<file path="src/rtl/demux_1_to_n_stream.sv">
// Registered 1-to-NCH valid/ready stream demultiplexer with packet-locked routing,
// per-channel backpressured output slots and drop reporting for unmapped selects.
module demux_1_to_n_stream #(
    parameter int WIDTH = 8,
    parameter int NCH   = 4,
    parameter int SEL_W = 2,
    parameter int CNT_W = 8
) (
    input  logic                   clk,
    input  logic                   rst,
    input  logic [WIDTH-1:0]       in_data,
    input  logic [SEL_W-1:0]       in_sel,
    input  logic                   in_last,
    input  logic                   in_valid,
    output logic                   in_ready,
    output logic [NCH*WIDTH-1:0]   out_data,
    output logic [NCH-1:0]         out_last,
    output logic [NCH-1:0]         out_valid,
    input  logic [NCH-1:0]         out_ready,
    output logic                   err,
    output logic [CNT_W-1:0]       drop_cnt
);

    localparam int NSEL = 2 ** SEL_W;

    typedef enum logic {IDLE, LOCKED} state_t;

    state_t               state_q, state_d;
    logic [SEL_W-1:0]     lock_sel_q, lock_sel_d;
    logic [NCH*WIDTH-1:0] out_data_q, out_data_d;
    logic [NCH-1:0]       out_last_q, out_last_d;
    logic [NCH-1:0]       out_valid_q, out_valid_d;
    logic                 err_q, err_d;
    logic [CNT_W-1:0]     drop_cnt_q, drop_cnt_d;

    logic [SEL_W-1:0]     route_sel;
    logic                 route_ok;
    logic [NSEL-1:0]      slot_free;
    logic                 xfer;
    logic [NCH-1:0]       load;

    // Unmapped select codes read as always-free slots, which makes the drop path never stall.
    always_comb begin
        slot_free = '1;
        for (int c = 0; c < NCH; c++) begin
            slot_free[c] = !out_valid_q[c] || out_ready[c];
        end
    end

    assign route_sel = (state_q == LOCKED) ? lock_sel_q : in_sel;
    assign route_ok  = {1'b0, route_sel} < (SEL_W + 1)'(NCH);
    assign in_ready  = slot_free[route_sel];
    assign xfer      = in_valid && in_ready;

    always_comb begin
        load        = '0;
        out_data_d  = out_data_q;
        out_last_d  = out_last_q;
        out_valid_d = out_valid_q;
        for (int c = 0; c < NCH; c++) begin
            load[c] = xfer && route_ok && (route_sel == SEL_W'(c));
            // A load in the same cycle as a drain keeps the slot valid.
            out_valid_d[c] = load[c] || (out_valid_q[c] && !out_ready[c]);
            if (load[c]) begin
                out_data_d[c*WIDTH +: WIDTH] = in_data;
                out_last_d[c]                = in_last;
            end
        end
    end

    always_comb begin
        err_d      = xfer && !route_ok;
        drop_cnt_d = drop_cnt_q;
        if (err_d && (drop_cnt_q != {CNT_W{1'b1}})) begin
            drop_cnt_d = drop_cnt_q + 1'b1;
        end
    end

    always_comb begin
        state_d    = state_q;
        lock_sel_d = lock_sel_q;
        if (xfer) begin
            case (state_q)
                IDLE: begin
                    if (!in_last) begin
                        state_d    = LOCKED;
                        lock_sel_d = in_sel;
                    end
                end
                LOCKED: begin
                    if (in_last) begin
                        state_d = IDLE;
                    end
                end
                default: state_d = IDLE;
            endcase
        end
    end

    always_ff @(posedge clk) begin
        if (rst) begin
            state_q     <= IDLE;
            lock_sel_q  <= '0;
            out_data_q  <= '0;
            out_last_q  <= '0;
            out_valid_q <= '0;
            err_q       <= 1'b0;
            drop_cnt_q  <= '0;
        end else begin
            state_q     <= state_d;
            lock_sel_q  <= lock_sel_d;
            out_data_q  <= out_data_d;
            out_last_q  <= out_last_d;
            out_valid_q <= out_valid_d;
            err_q       <= err_d;
            drop_cnt_q  <= drop_cnt_d;
        end
    end

    assign out_data  = out_data_q;
    assign out_last  = out_last_q;
    assign out_valid = out_valid_q;
    assign err       = err_q;
    assign drop_cnt  = drop_cnt_q;

endmodule

</file>
<file path="config.mk">
export PLATFORM = sky130hd
export DESIGN_NAME = demux_1_to_n_stream
export DESIGN_NICKNAME = d
export VERILOG_FILES = /design/src/rtl/demux_1_to_n_stream.sv
export SDC_FILE = /design/constraint.sdc
export NUM_CORES = 1
export LEC_CHECK = 0
export CORE_UTILIZATION = 46
export CTS_CLUSTER_DIAMETER = 60
export DETAILED_ROUTE_END_ITERATION = 6
export PLACE_DENSITY = 0.84
export SLEW_MARGIN = 20
export SYNTH_ARGS = -nofsm -noshare
export SYNTH_HDL_FRONTEND = slang
export SYNTH_SLANG_ARGS = --single-unit
</file>
<file path="constraint.sdc">
create_clock -name clk -period 2.21 [get_ports clk]
set_input_delay 0.442 -clock clk [delete_from_list [all_inputs] [get_ports clk]]
set_output_delay 0.442 -clock clk [all_outputs]
set_load 0.01 [all_outputs]
</file>
; Yosys cells after proc, flatten, opt, wreduce, memory -nomap -nowiden
; Index checks and enable logic that the tools add are counted.
[totals]
input_bits = 18
wordCells = 48
out_inout_bits = 50
ff_bits = 43
[classes]
eq_ne = 3
reduce_logical = 27
n_lt_le_gt_ge = 1
n_bitwise = 2
muxes = 4
[ops]
columns = cell, n
row1 = logical AND 1 bit, 9
row2 = zero test 1 bit, 8
row3 = logical OR 1 bit, 8
row4 = equality test 2 bit (second input constant), 2
row5 = less-than comparator 2 x 3 -> 1 bit (second input constant), 1
row6 = AND reduction 3 bit, 1
row7 = binary-select mux 1 bit (select 2 bit), 1
row8 = equality test 2 x 1 -> 1 bit (second input constant), 1
row9 = zero test 2 bit, 1
row10 = 2-to-1 mux 1 bit, 2
row11 = 2-to-1 mux 2 bit, 1
row12 = NOT 1 bit, 2

; Depth between registers and ports, before layout
; Gate-level depths: netlist of the first run.
[depth]
word_depth = 7
depth_mapped = 6
ltp_nobuf = 4

; Worst setup path after synthesis of the first run
; No wires, ideal clock.
[synth_timing]
kind = reg-to-output
from = register state_q
to = output in_ready
setup_slack_ps = 645
t_arrival_ps = 1123
path_stages_with_launch = 5
path_buffers = 1
path_cell_list = dfxtp_1 > buf_6 > mux2i_2 > mux2i_1 > mux2i_1
[synth_via]
elab_chain_len = 3
[synth_rtl]
columns = element, line_no
row1 = start: declaration, 28  ; state_t state_q, state_d;
row2 = start signal: assignment, 110  ; state_q <= state_d;
row3 = 2-to-1 mux 2 bit, 50  ; assign route_sel = (state_q == LOCKED) ? lock_sel_q : in_sel;
row4 = binary-select mux 1 bit (select 2 bit), 52  ; assign in_ready = slot_free[route_sel];
row5 = 2-to-1 mux 1 bit (not written as such), 52
row6 = end: declaration, 15  ; output logic in_ready,
; No other way between the ends. The select of a mux whose other input is x is not followed.

; Worst setup path after layout of the first run
; Ends and elaborated chain as after synthesis.

==> results of run 1 <==
## cell usage after synthesis
cell type	n
nand2_1	2
nor3_1	1
nor2b_1	1
buf_1	1
nor3b_1	1
dfxtp_1	43
conb_1	1
clkbuf_1	4
mux2_4	2
a21oi_1	5
mux2i_1	42
nand4b_1	2
nand2b_1	7
buf_4	12
o2bb2ai_2	1
buf_2	1
nand4_1	2
mux2i_2	1
buf_6	1
nor2_1	38
mux2_1	1
o22ai_1	1
and2_1	1
## timing repair
| item | in CTS | in global routing |
|---|---|---|
| buffers inserted | 2 | 1 |
| resized for setup | 3 | 1 |
| cloned | 0 | 0 |
| setup endpoints to repair | 1 | 1 |
## power groups by stage
stage / logic, mW / registers (mW) / clock network (mW)
6_report: 0.294 / 0.833 / 0.482
5_1_grt: 0.316 / 0.838 / 0.528
3_3_place_gp: 0.283 / 0.849 / 0
3_5_place_dp: 0.286 / 0.850 / 0
4_1_cts: 0.293 / 0.833 / 0.497
2_1_floorplan: 0.145 / 0.861 / 0
## routing by layer
layer / wire, um / up-vias
li1: - / 697
met1: 1750 / 633
met2: 1700 / 50
met3: 362 / 7
met4: 53 / 0
met5: 0 / -
## worst max-delay path: stages (launching register included)
cell and delay (ns):
dfxtp_2 0.42, mux2i_4 0.30, mux2i_1 0.26, mux2i_1 0.10, dlygate4sd2_1 0.29
## metrics by stage
step,hold slack [ns],total power [mW]
after global placement,0.474,1.13
after floorplan,0.461,1.01
after global routing,0.524,1.68
after detailed placement,0.484,1.14
final,0.499,1.61
after CTS,0.505,1.62
## registers in the layout, indices dropped and copies added, names as in the netlist
signal and cells:
out_data 32, out_last 4, out_valid 4, state_q 1
lock_sel_q 2
## worst paths after layout
kind                 startpoint             to  slack (ns)  depth (start not counted)
setup / recovery        state_q       in_ready        0.11                          4
hold / removal    lock_sel_q[0]  lock_sel_q[0]        0.50                          2
setup reg to reg        state_q   out_data[16]        0.45                          8
hold reg to reg   lock_sel_q[0]  lock_sel_q[0]        0.50                          2
## area by class of cell
type | count | area, sq um | area share
clock buffer | 6 | 72.6 | 0.0285
timing repair buffer | 75 | 722 | 0.284
tap | 48 | 60.1 | 0.0236
multi-input combinational | 117 | 813 | 0.320
sequential | 43 | 862 | 0.339
clock inverter | 2 | 12.5 | 0.00492
## cell families (layout without fill, tap and decap cells)
| logic type | Yosys count | count (layout) | share of synthesized area |
|---|---|---|---|
| mux | 46 | 46 | 0.270 |
| other cells | 1 | 9 | 0.00213 |
| flops | 43 | 43 | 0.489 |
| buf+inv | 19 | 83 | 0.0711 |
| compound gates | 7 | 7 | 0.0263 |
| simple gates | 55 | 55 | 0.141 |
==> flow_summary.json, run 1 <==
{
  "synth-seq-cells": 43,
  "fin_util": 0.694,
  "hpwl_mm": 2.67,
  "drt_iter0_markers": 47,
  "p_leak_nw": 1.21,
  "cts.sinks": 43,
  "area_growth_pct": 44.4,
  "grt_max_degree": 29,
  "cts_tree": "done",
  "worst_setup_path_end_kind": "output pin",
  "rows": 22,
  "worstSetupStartpointType": "flop",
  "min_period_over_period": 0.951,
  "grt_setup_unrepaired": "no",
  "dieHeight_um": 63.9,
  "antenna_found_initial": 0,
  "met2_usage": 0.320,
  "setup-tns-final_ns": 0,
  "grt_use_met3": 0.0946,
  "synth_cell_types": 23,
  "min_period_ns": 2.10,
  "busiest_layer": "met2",
  "critPathKind": "reg2out",
  "finalMaxSlewViolations": 0,
  "die_w_um": 63.9,
  "yosysSeqAreaShare": 0.489,
  "initial_core_util": 0.481,
  "setup_ws_ns": 0.108,
  "place_congestion": 0.772,
  "synth_top_area_cell": "dfxtp_1",
  "wl_per_cell_um": 13.3,
  "power_frac_comb": 0.183,
  "grt_use_total": 0.207,
  "vias_per_cell": 4.77,
  "cp_data_arrival_time_ns": 1.66,
  "setup_viol": 0,
  "grt_pass1_vias": 1326,
  "post_dp_cell_area_sq_um": 2420,
  "final_antenna_net_count": 0,
  "clock.fmax_mhz": 476,
  "post-route-cell-area_sq_um": 2540,
  "antennaDiodeCount": 0,
  "ioPinCount": 68,
  "dr.pass1.iters": 4,
  "status": "complete, no violations",
  "hold_viol": 0,
  "overflow": 0,
  "grt_util_met1": 0.246,
  "die_area_sq_um": 4080,
  "portBuffers": 58,
  "ys_top_cells_by_area": "dfxtp_1, mux2i_1, nor2_1",
  "crit_fanout": 5,
  "grt_pass1_wl_mm": 6.44,
  "yosysWarningCount": 0,
  "worst_ep_required_time_ns": 1.77,
  "syn_avg_cell_area_sq_um": 10.3,
  "power_frac_seq": 0.518,
  "swShare": 0.256,
  "cts_root_buffer": "clkbuf_8",
  "clkLatencyLatePin_ns": 0.29,
  "synth_top_area_frac": 0.489,
  "peakVddDrop_uv": 550,
  "filler_cell_count": 301,
  "power.switching_mw": 0.412,
  "synth_area_sq_um": 1760,
  "final_cell_mix": "clkdlybuf4s50_1, mux2i_1, dfxtp_1",
  "pwr-share-clk": 0.299,
  "htreeDepth": 2,
  "clk_pin_slew_ns": 0.08,
  "final_layout_size_suffix_gt1_frac": 0.119,
  "hold_path.class": "reg2reg",
  "hold_buffers": 0,
  "via_count": 1387,
  "skew_ns": 0.00267,
  "p_int_mw": 1.20,
  "cts_buffer_depth": 2,
  "cellPowerDensity_nw_per_um2": 633,
  "wirelength_mm": 3.87,
  "final_cells": 291,
  "final_nets": 260,
  "cts_buffers": 5,
  "final_common_cell": "clkdlybuf4s50_1",
  "pre_cts_ws_ns": -0.242,
  "route.detailed.drc": 0,
  "core_area_sq_um": 3660,
  "synthCells": 171,
  "max_cap_viol_count": 0,
  "dp.cells": 280
}
Power figures use the tool's default switching activity.
==> run 2: changes to the inputs <==
--- a/config.mk
+++ b/config.mk
@@ -5,10 +5,11 @@
 export SDC_FILE = /design/constraint.sdc
 export NUM_CORES = 1
 export LEC_CHECK = 0
-export CORE_UTILIZATION = 46
+export ABC_AREA = 1
+export CORE_UTILIZATION = 50
 export CTS_CLUSTER_DIAMETER = 60
 export DETAILED_ROUTE_END_ITERATION = 6
-export PLACE_DENSITY = 0.84
+export PLACE_DENSITY = 0.85
 export SLEW_MARGIN = 20
 export SYNTH_ARGS = -nofsm -noshare
 export SYNTH_HDL_FRONTEND = slang
==> run 2 against run 1 <==
  * Global-route usage is 3.2 points higher
  * Clock power grew 51%
  * First-iteration DRC count up 120%
  * Sequential cell count is the same
  * Clock skew grew 0.0054 ns
  * Non-clock buffer count decreased by 1
  * Critical path depth increased by 4
  * Highest routed layer unchanged
  * Hold slack got worse by 0.0093 ns
  * Routed wire length up 28%
  * Die area increased by 12%
  * Sequential power up 2.8%
==> flow_summary.json, run 2 <==
{
  "die_area_sq_um": 4580,
  "drt_iter0_markers": 104,
  "holdWs_ns": 0.490,
  "clkLatencyLatePin_ns": 0.31,
  "synth-seq-cells": 43,
  "p_leak_nw": 1.39,
  "synthCells": 307,
  "endpoint": "in_ready",
  "filler_cell_count": 325,
  "overflow": 0,
  "antenna_found_initial": 0,
  "ys_top_cells_by_count": "nor2_1, nand2_1, dfxtp_1",
  "final_cells": 427,
  "final_cell_mix": "nor2_1, nand2_1, clkdlybuf4s50_1",
  "min_path_cells": 2,
  "wirelength_mm": 4.94,
  "dp.cells": 419,
  "final_layout_size_suffix_gt1_frac": 0.119,
  "yosysWarningCount": 0,
  "antennaDiodeCount": 0,
  "crit_chain": "clkdlybuf4s50_1 -> inv_1 -> nand2_2 -> nand2_4 -> nand3_1 -> nand2_1 -> nor2_4 -> dlygate4sd2_1",
  "hold_path.class": "reg2reg",
  "status": "complete, no violations",
  "wl_per_cell_um": 11.6,
  "final_antenna_net_count": 0,
  "postCtsSetupBuffers": 0,
  "max_cap_viol_count": 0,
  "cts_root_buffer": "clkbuf_8",
  "hpwl_mm": 3.63,
  "r2r-end": "out_data[17]",
  "peakVddDrop_uv": 455,
  "cts_buffers": 5,
  "hold_viol": 0,
  "worstSetupStartpointType": "input port",
  "cts.sinks": 43,
  "synth_async_sr_flop_share": 0,
  "grt_use_total": 0.238,
  "largest_register_ffs": 32,
  "grt_max_degree": 34,
  "cp_data_arrival_time_ns": 1.69,
  "area_growth_pct": 35.8,
  "via_count": 2026,
  "ff2ff_path_depth": 11,
  "synth_edf_count": 0,
  "critPathKind": "in2out",
  "crit_fanout": 4,
  "synth_area_sq_um": 2160,
  "dr.pass1.iters": 4,
  "syn_avg_cell_area_sq_um": 7.03,
  "final_common_cell": "nor2_1",
  "yosysSeqAreaShare": 0.399,
  "place_congestion": 0.799,
  "r2r_start": "state_q",
  "synthFlopType": "dfxtp_1",
  "dieHeight_um": 67.7,
  "clk_pin_slew_ns": 0.08,
  "rows": 23,
  "ys_top_cells_by_area": "dfxtp_1, nor2_1, nand2_1",
  "ioPinCount": 68,
  "min_period_over_period": 0.963,
  "setup_viol": 0,
  "synth_cell_types": 21,
  "skew_ns": 0.00807,
  "post_dp_cell_area_sq_um": 2800,
  "max_stage_delay_ns": 0.50,
  "cpMaxStageDelayCell": "clkdlybuf4s50_1",
  "vias_per_cell": 4.74,
  "cts_tree": "done",
  "grt_setup_unrepaired": "no",
  "grt_pass1_wl_mm": 7.98,
  "finalMaxSlewViolations": 0,
  "min_period_ns": 2.13,
  "worst_ep_required_time_ns": 1.77,
  "core_area_sq_um": 4090,
  "route.detailed.drc": 0,
  "grt_pass1_vias": 1840,
  "final_nets": 394,
  "cellPowerDensity_nw_per_um2": 679,
  "initial_core_util": 0.528,
  "worst_setup_path_end_kind": "output pin",
  "seq_area_sq_um": 861,
  "synth_top_area_frac": 0.399,
  "crit_start": "in_sel[0]",
  "htreeDepth": 2,
  "synth_top_area_cell": "dfxtp_1",
  "clock.fmax_mhz": 470,
  "portBuffers": 58,
  "rrSetupSlack_ns": 0.49,
  "multi_input_area_sq_um": 997,
  "die_w_um": 67.7,
  "cts_buffer_depth": 2,
  "post-route-cell-area_sq_um": 2930,
  "synth.most_common_cell": "nor2_1"
}
run 2: cell count changes in the layout (fill, tap and decap cells not counted), sizes merged, moves of 6 or more:
cell	previous run	this run
inv	0	44
mux2i	43	0
nand2	2	77
nand2b	7	0
nand3	0	6
nand4	2	22
nor2	38	89
run 2: through the flow:
| step | power, mW | worst slack (ns) | util | setup TNS (ns) |
|---|---|---|---|---|
| floorplan | 1.11 | 0.650 | - | 0 |
| global placement | 1.27 | -0.147 | 0.685 | -0.147 |
| detailed placement | 1.28 | -0.203 | 0.685 | -0.203 |
| CTS | 2.00 | 0.0617 | 0.717 | 0 |
| global route | 2.08 | 0.0152 | 0.717 | 0 |
| finish | 1.99 | 0.0823 | 0.717 | 0 |
run 2: how the worst min path moves through the flow:
| stage | startpoint | endpoint | slack (ns) |
|---|---|---|---|
| 2_1_floorplan | lock_sel_q[0] | lock_sel_q[0] | 0.48 |
| 3_3_place_gp | out_data[0] | out_data[0] | 0.46 |
| 3_5_place_dp | out_data[6] | out_data[6] | 0.48 |
| 4_1_cts | out_data[13] | out_data[13] | 0.49 |
| 5_1_grt | out_data[12] | out_data[12] | 0.51 |
| 6_report | out_data[3] | out_data[3] | 0.49 |
run 2: cells by family (layout without fill, tap and decap cells):
logic type	after synthesis	in the layout	share of synthesized area
flops	43	43	0.399
compound gates	5	5	0.0116
simple gates	194	194	0.435
buf+inv	64	126	0.153
other cells	1	9	0.00174
run 2: critical path: cells and delay by family:
family | cells | cell delay (ns)
buffers and inverters | 3 | 0.85
AND/OR/NAND/NOR | 5 | 0.38
run 2: area by class of cell:
cell class / count / share of cell area
well taps: 50 / 0.0213
clock buffers: 6 / 0.0248
clock inverters: 2 / 0.0205
inverters: 44 / 0.0564
flip-flops and latches: 43 / 0.294
multi-input cells: 208 / 0.340
repair buffers: 74 / 0.243
run 2: per-layer routing:
metal / GRT usage / share of wire
met4: 0.125 / 0.019
met1: 0.286 / 0.42
met5: 0 / 0
met2: 0.391 / 0.48
met3: 0.0557 / 0.079
run 2: repair_timing:
item                       4_1_cts  5_1_grt
hold buffers                     0        0
setup endpoints to repair        1        0
hold endpoints to repair         0        0
gates resized for setup          1        0
run 2: power by group:
group | internal (mW) | total (mW) | switching, mW | leakage (nW)
clock network | 0.452 | 0.727 | 0.275 | 0.0654
registers | 0.826 | 0.856 | 0.0294 | 0.352
logic | 0.194 | 0.408 | 0.214 | 0.968
